===== src/rtl/streamlined_arith_pkg.sv =====
// Shared widths, iteration count and sequencing states for the streamlined
// multiplier and divider datapath blocks.
package streamlined_arith_pkg;

    localparam int unsigned OP_W   = 8;
    localparam int unsigned PROD_W = 16;
    localparam int unsigned ITER_N = 8;
    localparam int unsigned CNT_W  = $clog2(ITER_N);

    typedef enum logic [1:0] {
        IDLE = 2'd0,
        CALC = 2'd1,
        FIX  = 2'd2,
        DONE = 2'd3
    } state_t;

endpackage


===== src/rtl/streamlined_multiplier_8bit_if.sv =====
// Request/response bundle between a requester FSM and the multiplier.
// The requester holds start_sig until it samples the done_sig pulse.
interface streamlined_multiplier_8bit_if;
    import streamlined_arith_pkg::*;

    logic              start_sig;
    logic [OP_W-1:0]   multiplicand;
    logic [OP_W-1:0]   multiplier;
    logic              done_sig;
    logic              busy;
    logic [PROD_W-1:0] product;

    modport master (
        output start_sig, multiplicand, multiplier,
        input  done_sig, busy, product
    );

    modport slave (
        input  start_sig, multiplicand, multiplier,
        output done_sig, busy, product
    );
endinterface


===== src/rtl/sign_mag_conv.sv =====
// Combinational 8-bit two's complement to sign plus magnitude.
// -128 maps to magnitude 128, which still fits the unsigned 8-bit output.
module sign_mag_conv
    import streamlined_arith_pkg::*;
(
    input  logic [OP_W-1:0] val_i,
    output logic            sign_o,
    output logic [OP_W-1:0] mag_o
);

    // Negate only when the sign bit is set.
    always_comb begin
        sign_o = val_i[OP_W-1];
        mag_o  = val_i[OP_W-1] ? (~val_i + {{(OP_W-1){1'b0}}, 1'b1}) : val_i;
    end

endmodule


===== src/rtl/streamlined_multiplier_8bit.sv =====
// 8x8 shift-add multiplier, 16-bit product, start_sig/done_sig handshake.
// Build option STREAMLINED_MUL_SIGNED_EN: when defined, operands are two's
// complement and FIX applies the sign; otherwise operands are unsigned and
// FIX passes the accumulator through. Latency is the same in both builds.
//
// state | meaning
// IDLE  | waiting for start_sig, operands captured on request
// CALC  | eight shift-add iterations on the magnitudes
// FIX   | sign applied, product and done_sig registered
// DONE  | done_sig dropped, back to IDLE without looking at start_sig
module streamlined_multiplier_8bit
    import streamlined_arith_pkg::*;
(
    input  logic                         clk,
    input  logic                         rst,
    streamlined_multiplier_8bit_if.slave bus
);

    state_t            state_q;
    logic [PROD_W-1:0] acc_q;
    logic [PROD_W-1:0] acc_d;
    logic [PROD_W-1:0] mcand_q;
    logic [OP_W-1:0]   mplier_q;
    logic [CNT_W-1:0]  cnt_q;
    logic [PROD_W-1:0] product_q;
    logic [PROD_W-1:0] product_d;
    logic              done_q;
    logic              busy_q;
    logic [OP_W-1:0]   mag_a;
    logic [OP_W-1:0]   mag_b;

`ifdef STREAMLINED_MUL_SIGNED_EN
    logic sign_a;
    logic sign_b;
    logic sign_q;

    sign_mag_conv u_conv_a (
        .val_i  (bus.multiplicand),
        .sign_o (sign_a),
        .mag_o  (mag_a)
    );

    sign_mag_conv u_conv_b (
        .val_i  (bus.multiplier),
        .sign_o (sign_b),
        .mag_o  (mag_b)
    );

    // Accumulate step and sign-corrected result.
    always_comb begin
        acc_d     = mplier_q[0] ? (acc_q + mcand_q) : acc_q;
        product_d = sign_q ? (~acc_q + {{(PROD_W-1){1'b0}}, 1'b1}) : acc_q;
    end
`else
    assign mag_a = bus.multiplicand;
    assign mag_b = bus.multiplier;

    // Accumulate step; unsigned result needs no correction.
    always_comb begin
        acc_d     = mplier_q[0] ? (acc_q + mcand_q) : acc_q;
        product_d = acc_q;
    end
`endif

    // Sequencer with registered handshake outputs.
    always_ff @(posedge clk or posedge rst) begin
        if (rst) begin
            state_q   <= IDLE;
            acc_q     <= '0;
            mcand_q   <= '0;
            mplier_q  <= '0;
            cnt_q     <= '0;
            product_q <= '0;
            done_q    <= 1'b0;
            busy_q    <= 1'b0;
`ifdef STREAMLINED_MUL_SIGNED_EN
            sign_q    <= 1'b0;
`endif
        end else begin
            case (state_q)
                IDLE: begin
                    if (bus.start_sig) begin
`ifdef STREAMLINED_MUL_SIGNED_EN
                        sign_q   <= sign_a ^ sign_b;
`endif
                        mcand_q  <= {{(PROD_W-OP_W){1'b0}}, mag_a};
                        mplier_q <= mag_b;
                        acc_q    <= '0;
                        cnt_q    <= '0;
                        busy_q   <= 1'b1;
                        state_q  <= CALC;
                    end
                end
                CALC: begin
                    acc_q    <= acc_d;
                    mcand_q  <= mcand_q << 1;
                    mplier_q <= mplier_q >> 1;
                    cnt_q    <= cnt_q + {{(CNT_W-1){1'b0}}, 1'b1};
                    if (cnt_q == CNT_W'(ITER_N - 1)) begin
                        state_q <= FIX;
                    end
                end
                FIX: begin
                    product_q <= product_d;
                    done_q    <= 1'b1;
                    state_q   <= DONE;
                end
                DONE: begin
                    done_q  <= 1'b0;
                    busy_q  <= 1'b0;
                    state_q <= IDLE;
                end
                default: begin
                    state_q <= IDLE;
                end
            endcase
        end
    end

    assign bus.done_sig = done_q;
    assign bus.busy     = busy_q;
    assign bus.product  = product_q;

endmodule


===== src/flat_wrapper.sv =====
// flat-port wrapper written by rule: the top's interface ports become plain ports
module streamlined_multiplier_8bit_flat import streamlined_arith_pkg::*;
  (clk, rst, bus_start_sig, bus_multiplicand, bus_multiplier, bus_done_sig, bus_busy, bus_product);
  streamlined_multiplier_8bit_if bus_i ();
  input  logic clk;
  input  logic rst;
  input wire logic [$bits(bus_i.start_sig)-1:0] bus_start_sig;
  input wire logic [$bits(bus_i.multiplicand)-1:0] bus_multiplicand;
  input wire logic [$bits(bus_i.multiplier)-1:0] bus_multiplier;
  output wire logic [$bits(bus_i.done_sig)-1:0] bus_done_sig;
  output wire logic [$bits(bus_i.busy)-1:0] bus_busy;
  output wire logic [$bits(bus_i.product)-1:0] bus_product;
  assign bus_i.start_sig = bus_start_sig;
  assign bus_i.multiplicand = bus_multiplicand;
  assign bus_i.multiplier = bus_multiplier;
  assign bus_done_sig = bus_i.done_sig;
  assign bus_busy = bus_i.busy;
  assign bus_product = bus_i.product;
  streamlined_multiplier_8bit u_core (.clk(clk), .rst(rst), .bus(bus_i));
endmodule

===== config.mk =====
export PLATFORM = sky130hd
export DESIGN_NAME = streamlined_multiplier_8bit_flat
export DESIGN_NICKNAME = d
export VERILOG_FILES = /design/src/rtl/streamlined_arith_pkg.sv /design/src/rtl/streamlined_multiplier_8bit_if.sv /design/src/rtl/sign_mag_conv.sv /design/src/rtl/streamlined_multiplier_8bit.sv /design/src/flat_wrapper.sv
export SDC_FILE = /design/constraint.sdc
export NUM_CORES = 1
export LEC_CHECK = 0
export BUFFER_PORTS_ARGS = -buffer_cell sky130_fd_sc_hd__buf_2
export CAP_MARGIN = 15
export CORE_MARGIN = 5
export CORE_UTILIZATION = 60
export CTS_CLUSTER_DIAMETER = 100
export DETAILED_ROUTE_END_ITERATION = 10
export PLACE_DENSITY = 0.86
export SYNTH_ARGS = -nofsm -noshare
export SYNTH_HDL_FRONTEND = slang
export SYNTH_SLANG_ARGS = --single-unit

===== constraint.sdc =====
create_clock -name clk -period 5.2 [get_ports clk]
set_clock_uncertainty 0.05 [all_clocks]
set_input_delay 1.04 -clock clk [delete_from_list [all_inputs] [get_ports clk]]
set_output_delay 1.04 -clock clk [all_outputs]
set_load 0.01 [all_outputs]

---- After elaboration in Yosys (flattened, before gate mapping) ----
Cells that the tools add are included.
word-level totals
  output and inout port bits .............. 18
  input port bits ......................... 19
  logic and storage cells ................. 40
  register bits after elaboration ......... 63
operators by class
  multiplexer cells ....................... 15
  reductions and logical operators ........ 8
  add/subtract/negate cells ............... 2
  equality and inequality tests ........... 7
operators by type and width
  cell                   number
  $pmux W16 S2           2
  $mux W16               3
  $add A16 B16 Y16       1
  $pmux W8 S2            1
  $mux W8                1
  $pmux W2 S4            1
  $pmux W3 S2            1
  $reduce_and A2 Y1      3
  $reduce_bool A2 Y1     3
  $eq A2 B2 Y1 const B   2
  $mux W2                2
  $ne A2 B1 Y1 const B   2
  $pmux W1 S2            2
  $add A3 B1 Y3 const B  1
  $eq A3 B3 Y1 const B   1
  $mux W3                1
  $reduce_and A3 Y1      1
  $eq A2 B1 Y1 const B   1
  $logic_not A2 Y1       1
  $ne A2 B2 Y1 const B   1
  $mux W1                1

---- Logic depth before layout (Yosys ltp) ----
Gate-level depths: netlist of run 1.
  depth in word-level cells ............... 3
  mapped depth ............................ 9
  depth with buffers taken out ............ 9

---- Worst setup path after synthesis of run 1 ----
Ideal clock, no wire load.
  path type ............................... register -> register
  start point ............................. register u_core.mcand_q[0]
  end point ............................... register u_core.acc_q[14]
  period minus slack after synthesis ...... 2200 ps
  cell stages (with the launch flop) ...... 10
  buffers on the path ..................... 0
  data required time ...................... 5081 ps
  setup slack ............................. 3000 ps
  data arrival time ....................... 2081 ps
  library setup time ...................... 69 ps
  cells stage by stage .................... dfrtp_1 > ha_1 > inv_1 > fa_1 > nor2b_4 > o211ai_4 > a31oi_4 > a221oi_2 > or4b_1 > nand3_1
between the ends
  longest elaborated chain between the ends .. 3
RTL lines
  item                    line                               text
  start, declared         streamlined_multiplier_8bit.sv:22  logic [PROD_W-1:0] mcand_q;
  start signal, assigned  streamlined_multiplier_8bit.sv:86  mcand_q <= {{(PROD_W-OP_W){1'b0}}, mag_a};
  start signal, assigned  streamlined_multiplier_8bit.sv:96  mcand_q <= mcand_q << 1;
  $add A16 B16 Y16        streamlined_multiplier_8bit.sv:60  acc_d = mplier_q[0] ? (acc_q + mcand_q) : acc_q;
  $mux W16                streamlined_multiplier_8bit.sv:60
  $pmux W16 S2            streamlined_multiplier_8bit.sv:80  case (state_q)
  end signal, assigned    streamlined_multiplier_8bit.sv:69  acc_q <= '0;
  end signal, assigned    streamlined_multiplier_8bit.sv:88  acc_q <= '0;
  end signal, assigned    streamlined_multiplier_8bit.sv:95  acc_q <= acc_d;
  end, declared           streamlined_multiplier_8bit.sv:20  logic [PROD_W-1:0] acc_q;
No other way between the ends. The select of a mux whose other input is x is not followed.
A chain may end at the register's enable or synchronous reset.

---- Worst setup path in the final report of run 1 ----
  start point ............................. register u_core.state_q[1]
  end point ............................... register u_core.acc_q[14]
between the ends
  longest elaborated chain between the ends .. 3
  elaborated cells between the ends (all ways) .. 7
  classes of those cells .................. eq/ne: 3; mux: 1; reduce/logical: 3
RTL lines
  item                                                         line                                text
  start, declared                                              streamlined_multiplier_8bit.sv:19   state_t state_q;
  start signal, assigned                                       streamlined_multiplier_8bit.sv:68   state_q <= IDLE;
  start signal, assigned                                       streamlined_multiplier_8bit.sv:91   state_q <= CALC;
  start signal, assigned                                       streamlined_multiplier_8bit.sv:100  state_q <= FIX;
  $eq A2 B1 Y1 or $logic_not A2 Y1 (tied branches)             streamlined_multiplier_8bit.sv:80
  $ne A2 B1 Y1 (no source line), or another cell as far along  n/a
  $reduce_and A3 Y1 (no source line)                           n/a
Several ways; a longest one is shown, not always the timed one.

==> impl_metrics.csv, run 1 <==
group,metric,value,unit
timing,rsz0062_at_grt,"false",
clocking,root_buffer,"clkbuf_8",
finish,nets,391,
yosys,ys.flop_type,"dfrtp_1",
floorplanning,start_util,61.55,%
yosys,syn_area,3390,µm²
route,dr.pass1.iters,7,
clocking,htreeDepth,3,
placement,hpwl,4704,µm
grt,antenna_found_initial,0,
placement,io_buffer_count,36,
route,drtIter0Drc,171,
hold_path,hold_class,"reg -> reg",
setup_path,crit_required,5.42,ns
route,drt_wl_total,7161,µm
setup_path,path_class,"reg -> reg",
clocking,cts_hold_buffers,0,
clocking,clkLatencyLatePin,0.34,ns
yosys,synth_cells,316,
clocking,cts_setup_buffers,0,
floorplanning,fp.dieH,85.16,µm
finish,syn_to_final_growth,13.40,%
grt,overflow,0,
route,vias_per_cell,6.019,
yosys,async_flop_share,100.0,%
timing,finalMaxSlewViolations,0,
finish,drive_gt1_share,22.32,%
clocking,clockBufferDepth,2,
outcome,status,"completed",
setup_path,cp-end-kind,"flip-flop",
timing,period_share,59.67,%
finish,post-route-cell-area,3844,µm²
timing,min_period,3.103,ns
setup_path,cp-start-kind,"flip-flop",
yosys,synth-seq-cells,63,
floorplanning,core_area,5507,µm²
setup_path,arrival,3.33,ns
setup_path,critPathMaxFanout,21,
clocking,cts_sinks,63,
grt,grt_pass1_wl,12200,µm
timing,finalHoldViolCount,0,
placement,dp.cells,411,
yosys,synthesis.nets,357,
finish,final_core_util,69.80,%
timing,setup_violations,0,
yosys,syn_area_per_cell,10.73,µm²
clocking,tritoncts,"built",
timing,tns,0,ns
clocking,cts_resized,0,
grt,grt_util_all_layers,21.32,%
power_and_ir_drop,power,2.303,mW
power_and_ir_drop,ir_drop,314.9,µV
route,drc,0,
timing,setup_ws,2.097,ns
floorplanning,fp.dieArea,7252,µm²
finish,fin_cells,426,
finish,num-fill-cells,394,
clocking,tritoncts.num_buffers,9,
yosys,ys_warn_count,0,
job,drv_cap,0,
timing,max_slew.worst_pin.slew,1.008,ns
timing,worst_hold_slack,0.4369,ns
timing,fmax,322.3,MHz
timing,maxSlewHeadroom,32.82,%
grt,grt_pass1_vias,2597,
yosys,seq_area_frac_synth,46.51,%
yosys,synth.distinct_cells,49,
clocking,clk_pin_slew_worst_paths,0.07,ns
grt,grt_max_degree,64,
floorplanning,io_pins,37,
route,wl_per_cell,16.81,µm
route,dr_total_vias,2564,
finish,n_antenna_cell,0,
finish,final_cell_mix,"dfrtp_1, nand2_1, buf_2",
power_and_ir_drop,leakage,1.887,nW
power_and_ir_drop,powerDensity,599.2,nW/µm²
placement,pre_cts_slack,2.144,ns
finish,final_common_cell,"dfrtp_1",
floorplanning,dieWidth,85.16,µm
placement,postPlaceCellArea,3613,µm²
placement,routabilityCongestion,0.8379,
route,ant_nets,0,
floorplanning,num_rows,27,
yosys,synth_edf_count,0,
[registers in the layout, indices dropped and copies added, names as in the netlist]
name	flops
u_core.bus.busy	1
u_core.cnt_q	3
u_core.mplier_q	8
u_core.bus.product	16
u_core.state_q	2
u_core.acc_q	16
u_core.mcand_q	16
u_core.bus.done_sig	1
[cell families (layout without fill, tap and decap cells)]
| logic type | after synthesis | after routing | synth area share [%] |
|---|---|---|---|
| AOI/OAI and AO/OA | 89 | 89 | 18.60 |
| xor gates and xnor gates | 8 | 8 | 2.067 |
| adders and majority gates | 22 | 22 | 8.343 |
| buffers and inverters | 26 | 64 | 3.138 |
| DFF | 63 | 63 | 46.51 |
| muxes | 32 | 32 | 10.08 |
| and+or+nand+nor | 76 | 76 | 11.26 |
[cell usage after synthesis (all sizes together), types with 7 or more instances]
library cell  count  area [µm²]
mux2             17       191.4
mux2i            15       150.1
o21ai            35       175.2
nand2            37       138.9
dfrtp            63        1577
clkbuf            8       31.28
ha               21       262.8
a22o             13       113.9
a21oi            13       76.33
inv              11       41.29
buf               7       33.78
[metal layers]
| metal | global-route usage [%] | up-vias | part of all wire, % |
|---|---|---|---|
| met3 | 3.786 | 21 | 5.7 |
| li1 | - | 1215 | - |
| met2 | 33.62 | 97 | 49 |
| met1 | 27.16 | 1231 | 42 |
| met5 | 0 | - | 0 |
| met4 | 13.24 | 0 | 3.0 |
[path summary, 6_finish.rpt]
check | depth (start not counted) | slack (ns) | from | endpoint
setup / recovery | 6 | 2.10 | u_core.state_q[1] | u_core.acc_q[14]
hold / removal | 2 | 0.44 | u_core.mplier_q[4] | u_core.mplier_q[4]
setup reg to reg | 6 | 2.10 | u_core.state_q[1] | u_core.acc_q[14]
hold reg to reg | 2 | 0.44 | u_core.mplier_q[4] | u_core.mplier_q[4]
max in group asynchronous | 3 | 3.72 | rst | u_core.bus.busy
min in group asynchronous | 3 | 0.86 | rst | u_core.mplier_q[0]
[report_power, final]
part | switching [mW] | leakage (nW) | internal (mW)
clock network | 0.185 | 0.118 | 0.306
registers | 0.137 | 0.837 | 0.674
logic | 0.591 | 0.931 | 0.411
[worst max-delay path, cell delays in order (launching register included)]
cell and delay [ns]:
dfrtp_1 0.40, inv_1 0.10, ha_1 0.83, and2_1 0.49, nand2_1 0.46, or4b_1 0.63, nand3_1 0.08
[layout make-up]
class	instances	area, µm²	share of cell area [%]
clock buffer	12	165.2	4.297
clock inverter	3	65.06	1.693
inverter	11	41.29	1.074
multi-input combinational	227	1710	44.50
sequential	63	1577	41.02
tap	72	90.09	2.344
timing repair buffer	38	195.2	5.078
Power figures use the tool's default switching activity.
==> run 2: changes to the inputs <==
--- a/config.mk
+++ b/config.mk
@@ -5,13 +5,14 @@
 export SDC_FILE = /design/constraint.sdc
 export NUM_CORES = 1
 export LEC_CHECK = 0
+export ABC_AREA = 1
 export BUFFER_PORTS_ARGS = -buffer_cell sky130_fd_sc_hd__buf_2
 export CAP_MARGIN = 15
 export CORE_MARGIN = 5
-export CORE_UTILIZATION = 60
+export CORE_UTILIZATION = 53
 export CTS_CLUSTER_DIAMETER = 100
 export DETAILED_ROUTE_END_ITERATION = 10
-export PLACE_DENSITY = 0.86
+export PLACE_DENSITY = 0.81
 export SYNTH_ARGS = -nofsm -noshare
 export SYNTH_HDL_FRONTEND = slang
 export SYNTH_SLANG_ARGS = --single-unit
==> constraint.sdc (replaced) <==
create_clock -name clk -period 2.8 [get_ports clk]
set_clock_uncertainty 0.05 [all_clocks]
set_input_delay 0.56 -clock clk [delete_from_list [all_inputs] [get_ports clk]]
set_output_delay 0.56 -clock clk [all_outputs]
set_load 0.01 [all_outputs]
==> impl_metrics.csv, run 2 <==
group,metric,value,unit
outcome,status,"completed",
clocking,cts_hold_buffers,0,
yosys,ys.flop_type,"dfrtp_1",
yosys,synth_cells,464,
timing,fmax,461.1,MHz
setup_path,cp-end-kind,"flip-flop",
floorplanning,dieWidth,91.06,µm
finish,nets,545,
setup_path,r2r_end,"u_core.acc_q[7]",
yosys,seq_area_frac_synth,45.27,%
clocking,clkLatencyLatePin,0.35,ns
clocking,root_buffer,"clkbuf_8",
yosys,yosysTopAreaCell,"dfrtp_1",
route,dr_total_vias,3056,
yosys,synthTopCellsByCount,"nand2_1, inv_1, dfrtp_1, nor2_1, nand3_1",
grt,grt_pass1_vias,2966,
power_and_ir_drop,powerDensity,1132,nW/µm²
yosys,synth.distinct_cells,25,
clocking,clockBufferDepth,2,
yosys,yosysMostFrequentCell,"nand2_1",
route,drt_wl_total,7593,µm
placement,io_buffer_count,36,
yosys,synth_edf_count,0,
setup_path,cp-start-kind,"flip-flop",
placement,hpwl,5547,µm
grt,overflow,0,
timing,min_period,2.169,ns
placement,routabilityCongestion,0.9090,
job,drv_cap,0,
clocking,cts_resized,0,
yosys,synthesis.nets,505,
setup_path,arrival,2.38,ns
clocking,cts_setup_buffers,0,
grt,grt_max_degree,64,
finish,final_cell_mix,"nand2_1, inv_1, dfrtp_1",
finish,drive_gt1_share,12.38,%
placement,pre_cts_slack,0.6592,ns
clocking,htreeDepth,3,
setup_path,r2r_slack,0.63,ns
timing,period_share,77.46,%
yosys,synth_top_area_share,45.27,%
power_and_ir_drop,ir_drop,706.1,µV
floorplanning,core_area,6386,µm²
clocking,cts_sinks,63,
route,drtIter0Drc,167,
setup_path,path_class,"reg -> reg",
timing,worst_hold_slack,0.2201,ns
finish,n_antenna_cell,0,
setup_path,critPathMaxFanout,13,
route,vias_per_cell,5.215,
timing,setup_ws,0.6311,ns
route,dr.pass1.iters,5,
setup_path,timing.rr.start,"u_core.state_q[0]",
setup_path,cp-startpoint,"u_core.state_q[0]",
yosys,syn_area_per_cell,7.505,µm²
yosys,netlist_top_cells_area,"dfrtp_1, nand2_1, inv_1",
finish,syn_to_final_growth,14.01,%
grt,grt_util_all_layers,19.86,%
timing,maxSlewHeadroom,55.03,%
yosys,ys_warn_count,0,
route,wl_per_cell,12.96,µm
route,ant_nets,0,
yosys,synth-seq-cells,63,
floorplanning,fp.dieH,91.06,µm
timing,rsz0062_at_grt,"false",
setup_path,crit_required,3.01,ns
timing,finalHoldViolCount,0,
floorplanning,num_rows,29,
setup_path,rr_worst_depth,11,
yosys,async_flop_share,100.0,%
timing,max_slew.worst_pin.slew,0.6739,ns
setup_path,crit_path_end,"u_core.acc_q[7]",
hold_path,hold_class,"in -> async",
grt,grt_pass1_wl,13370,µm
route,drc,0,
power_and_ir_drop,leakage,2.238,nW
floorplanning,io_pins,37,
timing,setup_violations,0,
clocking,clk_pin_slew_worst_paths,0.07,ns
finish,final_common_cell,"nand2_1",
timing,tns,0,ns
floorplanning,fp.dieArea,8291,µm²
clocking,tritoncts,"built",
clocking,tritoncts.num_buffers,9,
yosys,syn_area,3482,µm²
floorplanning,start_util,54.53,%
grt,antenna_found_initial,0,
timing,finalMaxSlewViolations,0,
run 2: cell count changes in the layout (fill, tap and decap cells not counted), sizes merged, moves of 13 or more:
cell / previous run / this run
inv: 11 / 73
nor2: 5 / 28
nand2: 37 / 168
mux2: 17 / 0
nand3: 6 / 26
mux2i: 15 / 0
a22o: 13 / 0
run 2: layout make-up:
cell class,instances,area [µm²]
tap,77,96.34
sequential,63,1577
fill,569,2416
inverter,73,274.0
timing repair buffer,40,222.7
multi-input combinational,317,1577
clock buffer,13,158.9
clock inverter,3,65.06
run 2: how the worst min path moves through the flow:
stage,from,to,slack (ns),cells past startpoint
detailed placement,u_core.bus.product[9],u_core.bus.product[9],0.40,2
global placement,u_core.bus.product[11],u_core.bus.product[11],0.40,2
floorplan,u_core.mplier_q[7],u_core.mplier_q[7],0.39,2
global route,rst,u_core.bus.product[15],0.24,3
finish,rst,u_core.bus.product[15],0.22,3
CTS,rst,u_core.bus.product[15],0.22,3
run 2: metrics by stage:
| step | cell area, µm² | cells | total power [mW] | util [%] |
|---|---|---|---|---|
| after floorplan | 3482 | 464 | 3.068 | - |
| after global placement | 3746 | 570 | 3.495 | 58.66 |
| after detailed placement | 3746 | 570 | 3.598 | 58.66 |
| after CTS | 3970 | 586 | 4.510 | 62.17 |
| after global routing | 3970 | 586 | 4.924 | 62.17 |
| final | 3970 | 586 | 4.494 | 62.17 |
run 2: metal layers:
layer,up-vias,part of all wire (%),track usage (%)
li1,1544,-,-
met1,1412,47,26.40
met2,81,46,31.37
met3,19,5.1,5.455
met4,0,2.0,6.846
met5,-,0,0
run 2: cell families (layout without fill, tap and decap cells):
group                    count (synthesis)  in the layout  share of synthesized area (%)
AO/OA/AOI/OAI                           62             62                          10.03
buffers and inverters                   84            129                          9.450
XOR/XNOR                                 1              1                         0.2516
AND/OR/NAND/NOR                        232            232                          26.88
flip-flops                              63             63                          45.27
adder cells (fa/ha/maj)                 22             22                          8.121
run 2: critical path: stages (launching register included):
cell	delay, ns
dfrtp_1	0.39
inv_1	0.10
ha_1	0.25
inv_1	0.07
nor2_1	0.04
inv_1	0.18
nand2_2	0.17
nor2_4	0.34
inv_1	0.16
a21oi_1	0.15
o21ai_0	0.10
o21ai_0	0.08
run 2: power breakdown:
group / internal (mW) / switching (mW)
Sequential: 1.27 / 0.245
Clock: 0.549 / 0.343
Combinational: 0.724 / 1.36
==> run 3: changes to the inputs <==
==> constraint.sdc (replaced) <==
create_clock -name clk -period 1.96 [get_ports clk]
set_clock_uncertainty 0.05 [all_clocks]
set_input_delay 0.392 -clock clk [delete_from_list [all_inputs] [get_ports clk]]
set_output_delay 0.392 -clock clk [all_outputs]
set_load 0.01 [all_outputs]
==> impl_metrics.csv, run 3 (synthesis gave the netlist of run 2 again) <==
group,metric,value,unit
finish,final_common_cell,"nand2_1",
clocking,clkLatencyLatePin,0.34,ns
setup_path,crit_path_cell_trace,"inv_1, ha_1, inv_2, o21ai_4, buf_4, nor2_1, a31oi_1",
placement,hpwl,5572,µm
finish,num-fill-cells,545,
setup_path,max_stage_delay,0.40,ns
placement,routabilityCongestion,0.8835,
route,dr_total_vias,3034,
setup_path,arrival,2.02,ns
finish,final_cell_mix,"nand2_1, inv_1, dfrtp_1",
floorplanning,start_util,54.53,%
clocking,root_buffer,"clkbuf_8",
timing,min_period,1.816,ns
finish,drive_gt1_share,14.56,%
outcome,status,"completed",
route,dr.pass1.iters,4,
route,ant_nets,0,
floorplanning,fp.dieArea,8291,µm²
finish,n_antenna_cell,0,
floorplanning,core_area,6386,µm²
floorplanning,fp.dieH,91.06,µm
placement,io_buffer_count,36,
finish,nets,552,
clocking,tritoncts,"built",
timing,period_share,92.67,%
placement,dp.cells,575,
setup_path,cp-end-kind,"flip-flop",
timing,finalMaxSlewViolations,0,
finish,fin_cells,592,
grt,overflow,0,
grt,grt_max_degree,64,
power_and_ir_drop,powerDensity,1615,nW/µm²
finish,multi_input_area,1602,µm²
finish,syn_to_final_growth,16.21,%
timing,worst_hold_slack,0.07745,ns
clocking,cts_sinks,63,
timing,tns,0,ns
grt,antenna_found_initial,0,
clocking,tritoncts.num_buffers,9,
timing,max_slew.worst_pin.slew,0.4308,ns
clocking,htreeDepth,3,
hold_path,hold_class,"in -> async",
route,wl_per_cell,12.81,µm
grt,grt_pass1_wl,13190,µm
power_and_ir_drop,leakage,2.268,nW
clocking,clockBufferDepth,2,
setup_path,path_class,"reg -> reg",
finish,regArea,1577,µm²
route,drtIter0Drc,172,
setup_path,critPathMaxFanout,24,
timing,finalHoldViolCount,0,
power_and_ir_drop,ir_drop,944.9,µV
setup_path,crit_path_top_delay_cell,"dfrtp_1",
floorplanning,io_pins,37,
floorplanning,dieWidth,91.06,µm
timing,fmax,550.5,MHz
setup_path,cp.buffers_inverters,3,
route,drt_wl_total,7586,µm
setup_path,crit_required,2.17,ns
placement,pre_cts_slack,0.04964,ns
timing,setup_violations,0,
route,vias_per_cell,5.125,
timing,maxSlewHeadroom,70.98,%
setup_path,crit_family,"buffers and inverters",
grt,grt_util_all_layers,19.47,%
grt,grt_pass1_vias,2891,
setup_path,cp-start-kind,"flip-flop",
route,drc,0,
timing,setup_ws,0.1436,ns
clocking,clk_pin_slew_worst_paths,0.06,ns
floorplanning,num_rows,29,
job,drv_cap,0,
finish,final_core_util,63.36,%
## run 3: timing repair
item	in CTS	in global routing
endpoints found under the setup margin	0	26
resized for setup	0	9
setup buffers	0	2
hold buffers	0	0
## run 3: path summary, 6_finish.rpt
| path | start | to | slack, ns | cells after the start |
|---|---|---|---|---|
| setup / recovery | u_core.state_q[1] | u_core.mcand_q[3] | 0.14 | 7 |
| hold / removal | rst | u_core.mplier_q[6] | 0.08 | 3 |
| setup reg to reg | u_core.state_q[1] | u_core.mcand_q[3] | 0.14 | 7 |
| hold reg to reg | u_core.bus.product[11] | u_core.bus.product[11] | 0.41 | 2 |
| max in group asynchronous | rst | u_core.mcand_q[14] | 1.51 | 3 |
| min in group clk | bus_multiplicand[0] | u_core.mcand_q[0] | 0.23 | 3 |
## run 3: worst min-delay path: stages
cell and delay (ns):
buf_2 0.11, clkinvlp_4 0.07, buf_12 0.29
## run 3: per-layer routing
layer  track usage, %  vias up  wire [µm]
met1            26.51     1378       3501
li1                 -     1561          -
met3            5.372       18        434
met2            29.69       77       3483
met5                0        -          0
met4            7.335        0        166
## run 3: cell type report
class	instances	area share, %
Clock inverter	4	1.732
Clock buffer	11	3.494
Sequential cell	63	38.96
Timing Repair Buffer	47	6.988
Inverter	73	6.865
Multi-Input combinational cell	317	39.58
Tap cell	77	2.381
## run 3: report_power, final
part	total (mW)	leakage, nW	switching (mW)	internal, mW
combinational	3.13	1.35	1.98	1.15
clock	1.24	0.109	0.497	0.740
sequential	2.17	0.811	0.352	1.82
## run 3: metrics by stage
stage                     power [mW]  instance area, µm²
final                          6.535                4046
after global routing           7.168                4046
after CTS                      6.473                3999
after detailed placement       5.211                3787
after global placement         5.061                3787
after floorplan                4.383                3486
